<file path="config.mk">
export PLATFORM = sky130hd
export DESIGN_NAME = lamp_arbiter_flat
export DESIGN_NICKNAME = d
export VERILOG_FILES = /design/src/rtl/lamp_arbiter_if.sv /design/src/rtl/lamp_arbiter.sv /design/src/flat_wrapper.sv
export SDC_FILE = /design/constraint.sdc
export NUM_CORES = 1
export LEC_CHECK = 0
export ABC_AREA = 1
export CAP_MARGIN = 20
export CORE_ASPECT_RATIO = 0.7
export CORE_MARGIN = 5
export CORE_UTILIZATION = 30
export DETAILED_ROUTE_END_ITERATION = 12
export PLACE_DENSITY_LB_ADDON = 0.3
export SETUP_SLACK_MARGIN = 0.3
export SYNTH_ARGS = -nofsm -noshare
export SYNTH_HDL_FRONTEND = slang
export SYNTH_SLANG_ARGS = --single-unit
</file>
<file path="constraint.sdc">
create_clock -name clock -period 5.4 [get_ports clock]
set_input_delay 1.08 -clock clock [delete_from_list [all_inputs] [get_ports clock]]
set_output_delay 1.08 -clock clock [all_outputs]
set_load 0.1 [all_outputs]
</file>
<file path="src/rtl/lamp_arbiter_if.sv">
// Switch-side bundle for the lamp arbiter: master/sensor/command inputs and the registered lamp outputs.
// The packed switch command bus is called cmd because int is a reserved word in SystemVerilog.
interface lamp_arbiter_if;
    logic        m;
    logic [15:0] s;
    logic [31:0] cmd;
    logic [1:0]  y;
    logic [3:0]  gnt;
    logic        valid;

    modport master (output m, s, cmd, input y, gnt, valid);
    modport slave  (input m, s, cmd, output y, gnt, valid);
endinterface

</file>
<file path="src/rtl/lamp_arbiter.sv">
// Round-robin lamp arbiter for 16 switches with hold window, max tenure and master override.
// Latency: 1 cycle, all outputs registered; no backpressure, the lamp driver always accepts.
module lamp_arbiter #(
    parameter int HOLD = 4,
    parameter int MAXT = 16
) (
    input  logic          clock,
    input  logic          reset_n,
    lamp_arbiter_if.slave bus
);
    typedef enum logic [1:0] {IDLE, OWN, MASTER} state_t;

    localparam logic [7:0] HOLD_M1 = 8'(HOLD - 1);
    localparam logic [7:0] MAXT_M1 = 8'(MAXT - 1);

    state_t     state, state_nxt;
    logic [1:0] y_q, y_nxt;
    logic [3:0] gnt_q, gnt_nxt;
    logic [3:0] last_q, last_nxt;
    logic       valid_q, valid_nxt;
    logic [7:0] cnt_q, cnt_nxt;

    logic [3:0] rr_last, rr_gnt, pick;
    logic       own_req, others, do_grant, go_idle;

    // First requester strictly after x, wrapping; x itself is tried last.
    function automatic logic [3:0] rr(input logic [3:0] x, input logic [15:0] req);
        logic [3:0] idx;
        logic [3:0] sel;
        logic       hit;
        sel = x;
        hit = 1'b0;
        for (int d = 1; d <= 16; d++) begin
            idx = x + 4'(d);
            if (!hit && req[idx]) begin
                sel = idx;
                hit = 1'b1;
            end
        end
        return sel;
    endfunction

    always_comb begin
        rr_last = rr(last_q, bus.s);
        rr_gnt  = rr(gnt_q, bus.s);
        own_req = bus.s[gnt_q];
        others  = |(bus.s & ~(16'h0001 << gnt_q));
    end

    always_comb begin
        state_nxt = state;
        y_nxt     = y_q;
        gnt_nxt   = gnt_q;
        last_nxt  = last_q;
        valid_nxt = valid_q;
        cnt_nxt   = cnt_q;
        do_grant  = 1'b0;
        go_idle   = 1'b0;
        pick      = rr_last;

        case (state)
            IDLE, MASTER: begin
                if (|bus.s) do_grant = 1'b1;
                else        go_idle  = 1'b0 | 1'b1;
            end
            OWN: begin
                pick = rr_gnt;
                if (!own_req && cnt_q >= HOLD_M1) begin
                    if (|bus.s) do_grant = 1'b1;
                    else        go_idle  = 1'b1;
                end else if (own_req && cnt_q >= MAXT_M1 && others) begin
                    do_grant = 1'b1;
                end else begin
                    cnt_nxt = (cnt_q == 8'hFF) ? cnt_q : cnt_q + 8'd1;
                    y_nxt   = bus.cmd[{gnt_q, 1'b0} +: 2];
                end
            end
            default: go_idle = 1'b1;
        endcase

        if (do_grant) begin
            state_nxt = OWN;
            gnt_nxt   = pick;
            last_nxt  = pick;
            cnt_nxt   = 8'd0;
            y_nxt     = bus.cmd[{pick, 1'b0} +: 2];
            valid_nxt = 1'b1;
        end else if (go_idle) begin
            state_nxt = IDLE;
            gnt_nxt   = 4'd0;
            cnt_nxt   = 8'd0;
            y_nxt     = 2'b00;
            valid_nxt = 1'b0;
        end

        // Master wins over any grant/release decided above; last is left alone.
        if (bus.m) begin
            state_nxt = MASTER;
            y_nxt     = bus.cmd[1:0];
            gnt_nxt   = 4'd0;
            valid_nxt = 1'b1;
            cnt_nxt   = 8'd0;
            last_nxt  = last_q;
        end
    end

    always_ff @(posedge clock or negedge reset_n) begin
        if (!reset_n) begin
            state   <= IDLE;
            y_q     <= 2'b00;
            gnt_q   <= 4'd0;
            last_q  <= 4'd15;
            valid_q <= 1'b0;
            cnt_q   <= 8'd0;
        end else begin
            state   <= state_nxt;
            y_q     <= y_nxt;
            gnt_q   <= gnt_nxt;
            last_q  <= last_nxt;
            valid_q <= valid_nxt;
            cnt_q   <= cnt_nxt;
        end
    end

    assign bus.y     = y_q;
    assign bus.gnt   = gnt_q;
    assign bus.valid = valid_q;
endmodule

</file>
<file path="src/flat_wrapper.sv">
// flat-port wrapper written by rule: the top's interface ports become plain ports
module lamp_arbiter_flat 
#(
    parameter int HOLD = 4,
    parameter int MAXT = 16
)
  (clock, reset_n, bus_m, bus_s, bus_cmd, bus_y, bus_gnt, bus_valid);
  lamp_arbiter_if bus_i ();
  input  logic clock;
  input  logic reset_n;
  input wire logic [$bits(bus_i.m)-1:0] bus_m;
  input wire logic [$bits(bus_i.s)-1:0] bus_s;
  input wire logic [$bits(bus_i.cmd)-1:0] bus_cmd;
  output wire logic [$bits(bus_i.y)-1:0] bus_y;
  output wire logic [$bits(bus_i.gnt)-1:0] bus_gnt;
  output wire logic [$bits(bus_i.valid)-1:0] bus_valid;
  assign bus_i.m = bus_m;
  assign bus_i.s = bus_s;
  assign bus_i.cmd = bus_cmd;
  assign bus_y = bus_i.y;
  assign bus_gnt = bus_i.gnt;
  assign bus_valid = bus_i.valid;
  lamp_arbiter #(.HOLD(HOLD), .MAXT(MAXT)) u_core (.clock(clock), .reset_n(reset_n), .bus(bus_i));
endmodule
</file>
==> impl_metrics.json, run 1 <==
{
  "grt_antenna_before_repair": 0,
  "ys.warnings.count": 0,
  "setup_ws_ns": 0.712,
  "path_class": "in2reg",
  "clock_skew_ns": 0.00501,
  "r2r-end": "u_core.bus.y[1]",
  "drive_gt1_share_pct": 7.49,
  "stdcell_area_um2": 6450,
  "drc_errors": 0,
  "worstMarginPinSlew_ns": 0.987,
  "period_needed_ns": 4.69,
  "rsz0062_at_grt": "no",
  "die_x_um": 174,
  "hpwl_um": 16100,
  "end_kind": "register",
  "antenna_cells": 0,
  "slew-limit-headroom_pct": 34.0,
  "finalSetupTns_ns": 0,
  "cts.sinks": 21,
  "clock.fmax_mhz": 213,
  "start_kind": "primary input",
  "dr.pass1.iters": 5,
  "seq_area_frac_synth_pct": 9.45,
  "clk_pin_slew_ns": 0.05,
  "htreeDepth": 1,
  "drv_cap": 0,
  "worstPathArrival_ns": 4.82,
  "fin_crit_sh_pct": 86.8,
  "outcome": "finished, final reports clean",
  "grt.overflow.total": 0,
  "viasPerCell": 5.36,
  "crit_slowest_cell": "clkdlybuf4s50_1",
  "min_path_type": "reg2reg",
  "synth_nets": 1115,
  "ctsResizeCount": 0,
  "gr-usage-all-layers_pct": 17.7,
  "nets": 1157,
  "cts_tree": "built",
  "grt_pass1_wl_um": 32400,
  "holdBufCountCts": 0,
  "preCtsSetupSlack_ns": 0.550,
  "start_util_pct": 30.8,
  "r2r_cells": 29,
  "syn-cell-area_um2": 5620,
  "synth.avg_cell_area_um2": 5.40,
  "die_h_um": 124,
  "wl_um": 20300,
  "cpMostUsedCell": "nand2_1",
  "ys_seq_elements": 21,
  "crit-reg2reg-launch": "u_core.last_q[0]",
  "placed_area_um2": 6360,
  "slew_violations": 0,
  "post_cts_buffers": 0,
  "insertion_delay_ns": 0.25,
  "syn_inst": 1041,
  "holdPathEnd": "u_core.state[0]",
  "finalSetupViolCount": 0,
  "min_from": "u_core.state[1]",
  "cp.required_ns": 5.54,
  "ant_nets": 0,
  "num_io_pins": 58,
  "cts_buffers": 3,
  "cp_max_fo": 15,
  "area_growth_pct": 14.8,
  "portBuffers": 57,
  "first_global_vias": 6116,
  "hold_viol": 0,
  "max_stage_delay_ns": 0.66,
  "dr.first_iter.drc_count": 793,
  "globalplace.congestion": 0.987,
  "die_area_um2": 21600,
  "clock_path_buffers": 2,
  "synth_cell_types": 53,
  "final.fill_count": 2015,
  "regToRegSetupSlack_ns": 0.80,
  "grt_max_degree": 40,
  "cts_root_buf": "clkbuf_16",
  "vias": 7066,
  "routedWlPerCell_um": 15.4,
  "rows": 41,
  "min_path_cells": 1,
  "coreArea_um2": 18200
}
## layout make-up
class	count	area (um^2)	share of cell area [%]
multi-input combinational	851	4360	67.6
tap	236	295	4.58
inverter	137	524	8.13
clock buffer	4	78.8	1.22
sequential	21	531	8.23
timing repair buffer	69	661	10.2
## worst max-delay path: cells and delay by family
family                 cells  cell delay [ns]
AOI/OAI and AO/OA          3             0.45
buffers and inverters      8             1.17
and+or+nand+nor           21             2.14
## state kept, by name (all words and copies together), names as in the netlist
register and count:
u_core.cnt_q 8, u_core.last_q 4, u_core.bus.y 2, u_core.bus.valid 1, u_core.bus.gnt 4, u_core.state 2
## cell usage after synthesis (all sizes together)
cell type	instances	area share, %
nor4	5	0.56
o31ai	1	0.13
and2	1	0.11
or2	4	0.45
xnor2	2	0.31
o21bai	1	0.13
o21a	4	0.53
nand2	384	26
a32o	5	0.89
inv	137	9.2
nand4	17	3.0
o211ai	3	0.40
ha	23	5.1
a211oi	3	0.40
nand3b	2	0.27
a21o	3	0.40
a31oi	6	0.67
dfstp	4	1.9
nor3	4	0.56
xor2	13	2.8
nand3	204	19
buf	24	3.2
clkbuf	8	0.53
dfrtp	17	7.6
nor2	55	4.6
a2111oi	1	0.16
a221oi	6	0.94
a21oi	31	3.0
o22ai	2	0.22
a22oi	3	0.40
o21ai	65	5.9
a21boi	3	0.40
## cell families after synthesis
| logic type | count (synthesis) | synth area share (%) |
|---|---|---|
| AO/OA/AOI/OAI | 137 | 14.6 |
| XOR/XNOR | 15 | 3.07 |
| adder cells (fa/ha/maj) | 23 | 5.12 |
| buffers and inverters | 169 | 13.0 |
| flip-flops | 21 | 9.45 |
| AND/OR/NAND/NOR | 676 | 54.8 |
## metal layers
metal / vias to the layer above / global-route usage [%] / share of wire [%]
li1: 3492 / - / -
met1: 3181 / 29.8 / 52
met2: 379 / 23.5 / 36
met3: 14 / 3.46 / 11
met4: 0 / 0.891 / 0.40
met5: - / 0 / 0
## placed cells by master (no fill, tap or decap), types with 3 or more instances in the layout
master           instances
a211oi_1                 3
a21boi_0                 3
a21o_1                   3
a21oi_1                 29
a221oi_1                 6
a22oi_1                  3
a31oi_1                  6
a32o_1                   5
buf_4                   12
clkbuf_16                3
clkdlybuf4s50_1         57
dfrtp_1                 17
dfstp_2                  4
ha_1                    22
inv_1                  122
inv_2                   12
nand2_1                373
nand2_2                 10
nand3_1                198
nand3_2                  4
nand4_1                 10
nand4_2                  5
nor2_1                  44
nor2_2                   6
nor2_4                   5
nor3_1                   3
nor4_1                   5
o211ai_1                 3
o21a_1                   4
o21ai_0                 54
o21ai_1                  9
xor2_1                   9
xor2_2                   3
## how the worst max path moves through the flow
stage | start | to | slack (ns) | depth (start not counted)
finish | bus_s[15] | u_core.bus.y[1] | 0.71 | 32
global route | bus_s[14] | u_core.bus.y[1] | 0.34 | 28
CTS | u_core.last_q[0] | u_core.bus.y[1] | 0.72 | 29
detailed placement | bus_s[15] | u_core.bus.y[1] | 0.55 | 32
global placement | bus_s[3] | u_core.bus.y[1] | 0.63 | 27
floorplan | u_core.bus.gnt[1] | u_core.bus.y[1] | 0.51 | 31
## metrics by stage
stage | hold WS (ns) | cells | util (%)
2_1_floorplan | 0.426 | 1041 | -
3_3_place_gp | 0.458 | 1314 | 34.9
3_5_place_dp | 0.454 | 1314 | 34.9
4_1_cts | 0.464 | 1318 | 35.4
5_1_grt | 0.483 | 1318 | 35.4
6_report | 0.466 | 1318 | 35.4
Power of run 1 is left out: the tool's default activity adds up to more than one toggle a clock period on the data nets, which glitch-free logic cannot reach.
==> run 2, diff against run 1 <==
- ABC_CLOCK_PERIOD_IN_PS: not set -> 5400
==> results of run 2 <==
Final layout, timing and power as in run 1 (identical DEF).
Power of run 2 is left out for the same reason.
